**config.mk**
```make
export PLATFORM = sky130hd
export DESIGN_NAME = alu_issue
export DESIGN_NICKNAME = d
export VERILOG_FILES = /design/src/rtl/alu_issue.sv
export SDC_FILE = /design/constraint.sdc
export NUM_CORES = 1
export LEC_CHECK = 0
export BUFFER_PORTS_ARGS = -buffer_cell sky130_fd_sc_hd__buf_4
export CORE_UTILIZATION = 55
export CTS_BUF_LIST = sky130_fd_sc_hd__clkbuf_4
export DETAILED_ROUTE_END_ITERATION = 12
export PLACE_DENSITY = 0.82
export SYNTH_ARGS = -nofsm -noshare
export SYNTH_HDL_FRONTEND = slang
export SYNTH_SLANG_ARGS = --single-unit
```
**constraint.sdc**
```tcl
create_clock -name clk -period 3.71 [get_ports clk]
set_input_delay 1.113 -clock clk [delete_from_list [all_inputs] [get_ports clk]]
set_output_delay 1.113 -clock clk [all_outputs]
set_load 0.005 [all_outputs]
```
**src/rtl/alu_issue.sv**
```systemverilog
// alu_issue: RV32I ALU-class decode followed by a two-entry skid buffer.
// The decode is combinational on the input. The main entry (M) drives the out_* ports.
// The skid entry (S) absorbs one instruction under backpressure, so in_ready comes straight from a flop.
module alu_issue #(
  parameter int unsigned XLEN = 32
) (
  input  logic            clk,
  input  logic            rst_n,
  input  logic            flush,
  input  logic            in_valid,
  output logic            in_ready,
  input  logic [31:0]     in_instr,
  input  logic [XLEN-1:0] in_pc,
  input  logic [XLEN-1:0] in_rs1_data,
  input  logic [XLEN-1:0] in_rs2_data,
  output logic            out_valid,
  input  logic            out_ready,
  output logic [XLEN-1:0] out_a,
  output logic [XLEN-1:0] out_b,
  output logic [3:0]      out_alu_op,
  output logic [4:0]      out_rd,
  output logic            out_illegal
);

  typedef enum logic [3:0] {
    OP_ADD  = 4'b0000,
    OP_SUB  = 4'b0001,
    OP_XOR  = 4'b0010,
    OP_OR   = 4'b0011,
    OP_AND  = 4'b0100,
    OP_SLL  = 4'b0101,
    OP_SRL  = 4'b0110,
    OP_SRA  = 4'b0111,
    OP_SLTU = 4'b1000,
    OP_SLT  = 4'b1001,
    OP_ILL  = 4'b1111
  } alu_op_e;

  typedef enum logic [6:0] {
    OPC_OP    = 7'b0110011,
    OPC_OPIMM = 7'b0010011,
    OPC_LUI   = 7'b0110111,
    OPC_AUIPC = 7'b0010111
  } opcode_e;

  typedef struct packed {
    logic [XLEN-1:0] a;
    logic [XLEN-1:0] b;
    alu_op_e         op;
    logic [4:0]      rd;
    logic            illegal;
  } entry_t;

  logic [6:0]      opcode;
  logic [2:0]      funct3;
  logic [6:0]      funct7;
  logic [XLEN-1:0] imm_i;
  logic [XLEN-1:0] imm_u;
  logic [XLEN-1:0] shamt;
  logic            unused_rs1_field;

  assign opcode = in_instr[6:0];
  assign funct3 = in_instr[14:12];
  assign funct7 = in_instr[31:25];
  assign imm_i  = {{(XLEN-12){in_instr[31]}}, in_instr[31:20]};
  assign imm_u  = {in_instr[31:12], 12'b0};
  assign shamt  = {{(XLEN-5){1'b0}}, in_instr[24:20]};
  // The rs1 index is consumed upstream by the register file; only its data arrives here.
  assign unused_rs1_field = ^in_instr[19:15];

  logic            legal;
  alu_op_e         op_sel;
  logic [XLEN-1:0] a_sel;
  logic [XLEN-1:0] b_sel;
  entry_t          dec;

  // Decode the incoming instruction into ALU operands and an operation code.
  always_comb begin
    legal  = 1'b0;
    op_sel = OP_ILL;
    a_sel  = '0;
    b_sel  = '0;
    unique case (opcode)
      OPC_OP: begin
        a_sel = in_rs1_data;
        b_sel = in_rs2_data;
        if (funct7 == 7'b0000000) begin
          legal = 1'b1;
          unique case (funct3)
            3'b000: op_sel = OP_ADD;
            3'b001: op_sel = OP_SLL;
            3'b010: op_sel = OP_SLT;
            3'b011: op_sel = OP_SLTU;
            3'b100: op_sel = OP_XOR;
            3'b101: op_sel = OP_SRL;
            3'b110: op_sel = OP_OR;
            default: op_sel = OP_AND;
          endcase
        end else if (funct7 == 7'b0100000) begin
          if (funct3 == 3'b000) begin
            legal  = 1'b1;
            op_sel = OP_SUB;
          end else if (funct3 == 3'b101) begin
            legal  = 1'b1;
            op_sel = OP_SRA;
          end
        end
      end
      OPC_OPIMM: begin
        a_sel = in_rs1_data;
        b_sel = imm_i;
        legal = 1'b1;
        unique case (funct3)
          3'b000: op_sel = OP_ADD;
          3'b010: op_sel = OP_SLT;
          3'b011: op_sel = OP_SLTU;
          3'b100: op_sel = OP_XOR;
          3'b110: op_sel = OP_OR;
          3'b111: op_sel = OP_AND;
          3'b001: begin
            b_sel  = shamt;
            op_sel = OP_SLL;
            legal  = (funct7 == 7'b0000000);
          end
          default: begin
            b_sel = shamt;
            if (funct7 == 7'b0000000) begin
              op_sel = OP_SRL;
            end else if (funct7 == 7'b0100000) begin
              op_sel = OP_SRA;
            end else begin
              legal = 1'b0;
            end
          end
        endcase
      end
      OPC_LUI: begin
        legal  = 1'b1;
        op_sel = OP_ADD;
        a_sel  = '0;
        b_sel  = imm_u;
      end
      OPC_AUIPC: begin
        legal  = 1'b1;
        op_sel = OP_ADD;
        a_sel  = in_pc;
        b_sel  = imm_u;
      end
      default: legal = 1'b0;
    endcase

    dec.rd = in_instr[11:7];
    if (legal) begin
      dec.a       = a_sel;
      dec.b       = b_sel;
      dec.op      = op_sel;
      dec.illegal = 1'b0;
    end else begin
      dec.a       = '0;
      dec.b       = '0;
      dec.op      = OP_ILL;
      dec.illegal = 1'b1;
    end
  end

  entry_t m_q;
  entry_t s_q;
  logic   m_valid;
  logic   s_valid;
  logic   m_free;
  logic   capture;

  // M frees up this cycle when it is empty or when its entry is consumed.
  assign m_free  = ~m_valid | out_ready;
  // Flush is handled by giving it priority in the register update.
  assign capture = in_valid & ~s_valid;

  // Update the main/skid storage. The order of precedence is flush, then draining S into M, then capture.
  // While S holds an entry, in_ready is low, so an S->M move never coincides with a capture.
  always_ff @(posedge clk or negedge rst_n) begin
    if (!rst_n) begin
      m_q     <= '0;
      s_q     <= '0;
      m_valid <= 1'b0;
      s_valid <= 1'b0;
    end else if (flush) begin
      m_valid <= 1'b0;
      s_valid <= 1'b0;
    end else if (m_free) begin
      if (s_valid) begin
        m_q     <= s_q;
        m_valid <= 1'b1;
        s_valid <= 1'b0;
      end else if (capture) begin
        m_q     <= dec;
        m_valid <= 1'b1;
      end else begin
        m_valid <= 1'b0;
      end
    end else if (capture) begin
      s_q     <= dec;
      s_valid <= 1'b1;
    end
  end

  assign in_ready    = ~s_valid;
  assign out_valid   = m_valid;
  assign out_a       = m_q.a;
  assign out_b       = m_q.b;
  assign out_alu_op  = m_q.op;
  assign out_rd      = m_q.rd;
  assign out_illegal = m_q.illegal;

endmodule

```
==> results.py, run 1 <==
metrics = {
    "outcome": {
        "status": "finished clean",
    },
    "global_routing": {
        "overflow": 0,
        "grt_max_degree": 81,
        "grt_usage_pct": 29.99,
        "first_global_vias": 6478,
        "antenna_found_initial": 1,
        "grt_pass1_wl_mm": 32.94,
    },
    "setup_path": {
        "slowest_stage": "dfrtp_2",
        "worst-path-buf-inv": 2,
        "path_cells": "inv_1 -> buf_4",
        "required_ns": 2.60,
        "cp-start-kind": "flip-flop",
        "critPathKind": "reg2out",
        "worst_path_largest_cell_delay_ns": 0.76,
        "crit_path_end_kind": "output port",
        "cp_max_fo": 30,
        "rr_worst_depth": 5,
        "crit_family": "flip-flops",
        "critPathArrivalTime_ns": 1.71,
        "crit_cells": 2,
    },
    "power": {
        "p_int_mw": 2.739,
        "power_density_mw_per_mm2": 404.0,
        "switching_share_pct": 27.81,
        "p_switching_mw": 1.055,
        "seqPwrFrac_pct": 49.6,
        "peakVddDrop_uv": 267.1,
        "p_leak_nw": 4.281,
        "p_clk_share_pct": 29.2,
        "p_total_mw": 3.795,
        "combPwrFrac_pct": 21.2,
    },
    "floorplan": {
        "io_pins": 209,
        "die-width_um": 118.5,
        "start_util_pct": 56.37,
        "die_h_um": 118.5,
        "die_area_mm2": 0.01404,
        "rows": 42,
        "core-area_mm2": 0.01324,
    },
    "sta": {
        "period_needed_ns": 2.821,
        "finalMaxSlewViolations": 0,
        "slew_headroom_pct": 38.41,
        "finalSetupViolations": 0,
        "fmax_mhz": 354.5,
        "rsz0062_at_grt": "false",
        "finalHoldViolCount": 0,
        "setup-tns-final_ns": 0,
        "fin_worst_skew_ns": 0.01175,
        "fin_crit_sh_pct": 76.04,
        "worstMarginPinSlew_ns": 0.9198,
        "worst_slack_ns": 0.8888,
    },
    "job": {
        "maxCapViolations": 0,
    },
    "detailed_routing": {
        "wl_mm": 20.14,
        "via_count": 6555,
        "drt-pass1-iter-count": 5,
        "wl_per_cell_um": 18.03,
        "avgViaCountPerCell": 5.868,
        "ant_nets": 0,
        "drc": 0,
        "first_iter_violations": 675,
    },
    "cts": {
        "clock_sinks": 150,
        "post_cts_buffers": 0,
        "cts-hold-fix-buffers": 0,
        "cts_tree": "built",
        "clockBufferDepth": 2,
        "htreeDepth": 4,
        "cts_made_buffers": 17,
        "clk_transition_reported_paths_ns": 0.11,
        "cts.repair.resized": 0,
        "clk_latency_ns": 0.56,
        "clockRootBuffer": "clkbuf_4",
    },
    "cells_and_area": {
        "final_area_mm2": 0.009393,
        "layout-drive-gt1-share_pct": 34.89,
        "nFillCells": 1034,
        "register_area_mm2": 0.003755,
        "layout_common_cells": "buf_4 (219), dfrtp_1 (149), nand2_1 (117), a21oi_1 (81), nor2_1 (76)",
        "multi_input_area_mm2": 0.003346,
        "fin_cells": 1117,
        "fin_nets": 1060,
        "syn_to_final_growth_pct": 25.83,
        "final_common_cell": "buf_4",
    },
    "placement": {
        "post-place-ws_ns": 0.4661,
        "dpl_cell_area_mm2": 0.009086,
        "io_buffers": 208,
        "dp_cells": 1084,
        "dp_hpwl_mm": 13.29,
        "gp_congestion": 0.8738,
    },
    "logic_synthesis": {
        "ys.flop_type": "dfrtp_1",
        "synth.area.top_cells": "dfrtp_1 (50%), o22ai_2 (8.4%), nand2_1 (5.9%)",
        "syn_area_mm2": 0.007465,
        "synth_top_area_share_pct": 50.28,
        "syn_inst": 755,
        "synth.distinct_cells": 44,
        "synth_enable_flop_cells": 0,
        "yosysWarnings": 0,
        "yosysSeqAreaShare_pct": 50.28,
        "avgSynthCellArea_um2": 9.887,
        "yosysTopAreaCell": "dfrtp_1",
        "synth-seq-cells": 150,
        "synthesis.nets": 888,
        "async_reset_ff_share_pct": 100.0,
    },
    "min_path": {
        "min_path_type": "reg2reg",
        "hold_depth": 2,
    },
}
power by group through the flow:
stage                     clock network (mW)  logic (mW)  registers, mW
after floorplan                            0       0.368           1.91
after global placement                     0       0.790           1.91
after detailed placement                   0       0.809           1.91
after CTS                               1.12       0.811           1.88
after global routing                    1.19       0.879           1.90
final                                   1.11       0.806           1.88
kinds of logic after synthesis:
family,count (synthesis),share of synthesized area [%]
buffers and inverters,79,5.213
flip-flops,150,50.28
multiplexers,10,1.341
XOR/XNOR,1,0.1174
AND/OR/NAND/NOR,221,12.19
AO/OA/AOI/OAI,294,30.86
worst reg2reg max path: stages (launching register included):
cell,delay (ns)
dfrtp_2,0.76
nor2_1,0.19
or3_2,0.50
nor2_1,0.21
o211ai_1,0.42
o22ai_1,0.30
routing by layer:
metal	track usage [%]	part of all wire (%)	vias to the layer above
met2	46.88	47	236
met3	7.143	6.0	37
met5	0	0	-
li1	-	-	3100
met4	11.00	2.6	0
met1	40.81	44	3182
registers in the layout, summed over array words and instances (netlist names):
signal       cells
s_valid          1
out_illegal      1
out_valid        1
out_a           32
s_q             74
out_rd           5
out_alu_op       4
out_b           32
metrics by stage:
step / hold slack (ns) / util [%]
after floorplan: 0.4408 / -
after global placement: 0.4520 / 68.61
after detailed placement: 0.4593 / 68.61
after CTS: 0.4872 / 70.91
after global routing: 0.5171 / 70.93
final: 0.4848 / 70.93
cells in the mapped netlist, types with 10 or more instances:
cell	number
o31ai_2	16
nand2_1	117
nor2_1	77
o22ai_1	15
dfrtp_1	150
o31ai_1	48
a22oi_1	32
a21oi_1	81
o2bb2ai_1	13
mux2i_1	10
o22ai_2	50
buf_6	12
o21ai_0	18
clkbuf_1	54
cell type report:
type	instances	share of cell area, %
timing repair buffer	224	18.48
tap	176	2.344
clock buffer	19	1.519
antenna	1	0.02664
multi-input combinational	526	35.62
sequential	150	39.98
clock inverter	13	1.718
inverter	8	0.3197
worst paths after layout:
| check | startpoint | to | slack, ns |
|---|---|---|---|
| worst max-delay path | s_valid | in_ready | 0.89 |
| min in group asynchronous | rst_n | out_a[22] | 0.52 |
| max in group asynchronous | rst_n | out_b[16] | 2.42 |
| worst min register to register | s_q[4] | s_q[4] | 0.48 |
| worst max register to register | s_valid | out_b[8] | 1.26 |
| worst min-delay path | s_q[4] | s_q[4] | 0.48 |
Power figures use the tool's default switching activity.
==> run 2, diff against run 1 <==
CORE_UTILIZATION = 54   (was 55)
PLACE_DENSITY = 0.8   (was 0.82)
clock period = 2.6 ns   (was 3.71 ns; I/O delays follow)
==> results.py, run 2 (synthesized netlist as in run 1, its figures left out) <==
metrics = {
    "detailed_routing": {
        "via_count": 6914,
        "ant_nets": 0,
        "wl_mm": 21.33,
        "drc": 0,
        "drt-pass1-iter-count": 5,
        "first_iter_violations": 678,
        "wl_per_cell_um": 18.91,
        "avgViaCountPerCell": 6.129,
    },
    "floorplan": {
        "core-area_mm2": 0.01335,
        "die_area_mm2": 0.01430,
        "die-width_um": 119.6,
        "io_pins": 209,
        "die_h_um": 119.6,
        "start_util_pct": 55.92,
        "rows": 42,
    },
    "cells_and_area": {
        "antennaDiodeCount": 0,
        "top_register": "s_q",
        "layout_common_cells": "buf_4 (229), dfrtp_1 (149), nand2_1 (117), a21oi_1 (81), nor2_1 (76)",
        "fin_cells": 1128,
        "fin_nets": 1075,
        "layout-drive-gt1-share_pct": 36.03,
        "syn_to_final_growth_pct": 27.00,
        "final_common_cell": "buf_4",
        "largest_register_ffs": 74,
    },
    "setup_path": {
        "cp-start-kind": "flip-flop",
        "slowest_stage": "dfrtp_2",
        "crit_path_frequent_cell": "buf_4",
        "reg2reg_slack_ns": 0.56,
        "rr_worst_depth": 6,
        "reg2reg_from": "s_valid",
        "crit_path_end_kind": "output port",
        "required_ns": 1.82,
        "worst_path_largest_cell_delay_ns": 0.38,
        "critPathArrivalTime_ns": 1.64,
        "timing.rr.end": "out_b[8]",
        "path_cells": "buf_4 -> inv_1 -> buf_4",
        "critPathKind": "reg2out",
        "cp_max_fo": 32,
    },
    "placement": {
        "dp_cells": 1099,
        "gp_congestion": 0.8979,
        "io_buffers": 208,
        "post-place-ws_ns": -0.07236,
        "dp_hpwl_mm": 14.63,
    },
    "global_routing": {
        "antenna_found_initial": 0,
        "grt_pass1_wl_mm": 34.10,
        "overflow": 0,
        "grt_usage_pct": 30.73,
        "first_global_vias": 6712,
        "grt_max_degree": 142,
    },
    "power": {
        "peakVddDrop_uv": 337.9,
        "p_leak_nw": 4.345,
        "power_density_mw_per_mm2": 540.0,
    },
    "cts": {
        "clk_transition_reported_paths_ns": 0.11,
        "cts-hold-fix-buffers": 0,
        "cts_made_buffers": 17,
        "clockBufferDepth": 2,
        "htreeDepth": 4,
        "cts.repair.resized": 0,
        "clk_latency_ns": 0.56,
        "cts_tree": "built",
        "clockRootBuffer": "clkbuf_4",
        "post_cts_buffers": 0,
        "clock_sinks": 150,
    },
    "sta": {
        "holdWs_ns": 0.1064,
        "fin_worst_skew_ns": 0.01349,
        "rsz0062_at_grt": "false",
        "fmax_mhz": 413.7,
        "finalHoldViolCount": 0,
        "finalSetupViolations": 0,
        "worst_slack_ns": 0.1829,
        "fin_crit_sh_pct": 92.96,
        "finalMaxSlewViolations": 0,
        "slew_headroom_pct": 39.71,
        "period_needed_ns": 2.417,
        "worstMarginPinSlew_ns": 0.9033,
    },
    "outcome": {
        "status": "finished clean",
    },
    "job": {
        "maxCapViolations": 0,
    },
    "min_path": {
        "min_path_type": "in2async",
    },
}
[run 2: per-stage QoR]
stage	setup TNS (ns)	util (%)	power [mW]	cell area, µm²
4_1_cts	0	71.03	5.146	9480
3_3_place_gp	0	69.39	3.859	9261
3_5_place_dp	-1.366	69.39	3.915	9261
5_1_grt	0	71.03	5.371	9480
2_1_floorplan	0	-	3.244	7465
6_report	0	71.03	5.119	9480
[run 2: how the worst max path moves through the flow]
| stage | startpoint | endpoint | slack (ns) | depth (start not counted) |
|---|---|---|---|---|
| 2_1_floorplan | in_instr[26] | out_a[0] | 0.19 | 7 |
| 3_3_place_gp | in_instr[26] | out_b[12] | 0.002 | 7 |
| 3_5_place_dp | in_instr[26] | out_b[13] | -0.07 | 7 |
| 4_1_cts | s_valid | in_ready | 0.16 | 3 |
| 5_1_grt | s_valid | in_ready | 0.09 | 3 |
| 6_report | s_valid | in_ready | 0.18 | 3 |
[run 2: layout make-up]
| cell class | instances | area [µm²] |
|---|---|---|
| Tap cell | 176 | 220.2 |
| Fill cell | 1007 | 3867 |
| Multi-Input combinational cell | 526 | 3346 |
| Clock buffer | 21 | 157.7 |
| Clock inverter | 8 | 61.31 |
| Sequential cell | 150 | 3755 |
| Inverter | 8 | 30.03 |
| Timing Repair Buffer | 239 | 1911 |
[run 2: metal layers]
layer / share of wire (%) / up-vias / global-route usage, %
li1: - / 3122 / -
met1: 41 / 3421 / 41.39
met2: 49 / 316 / 48.63
met3: 6.8 / 55 / 5.228
met4: 3.1 / 0 / 14.45
met5: 0 / - / 0
[run 2: worst max-delay path: cells and delay by family, from the launching register on]
kind / cells / cell delay (ns)
flops: 1 / 0.38
buf+inv: 3 / 0.70
[run 2: where the power goes]
part           switching, mW  total [mW]  internal [mW]
Clock                  0.759        1.24          0.485
Sequential             0.139        2.69           2.55
Combinational          0.578        1.19          0.608
Total                   1.48        5.12           3.64
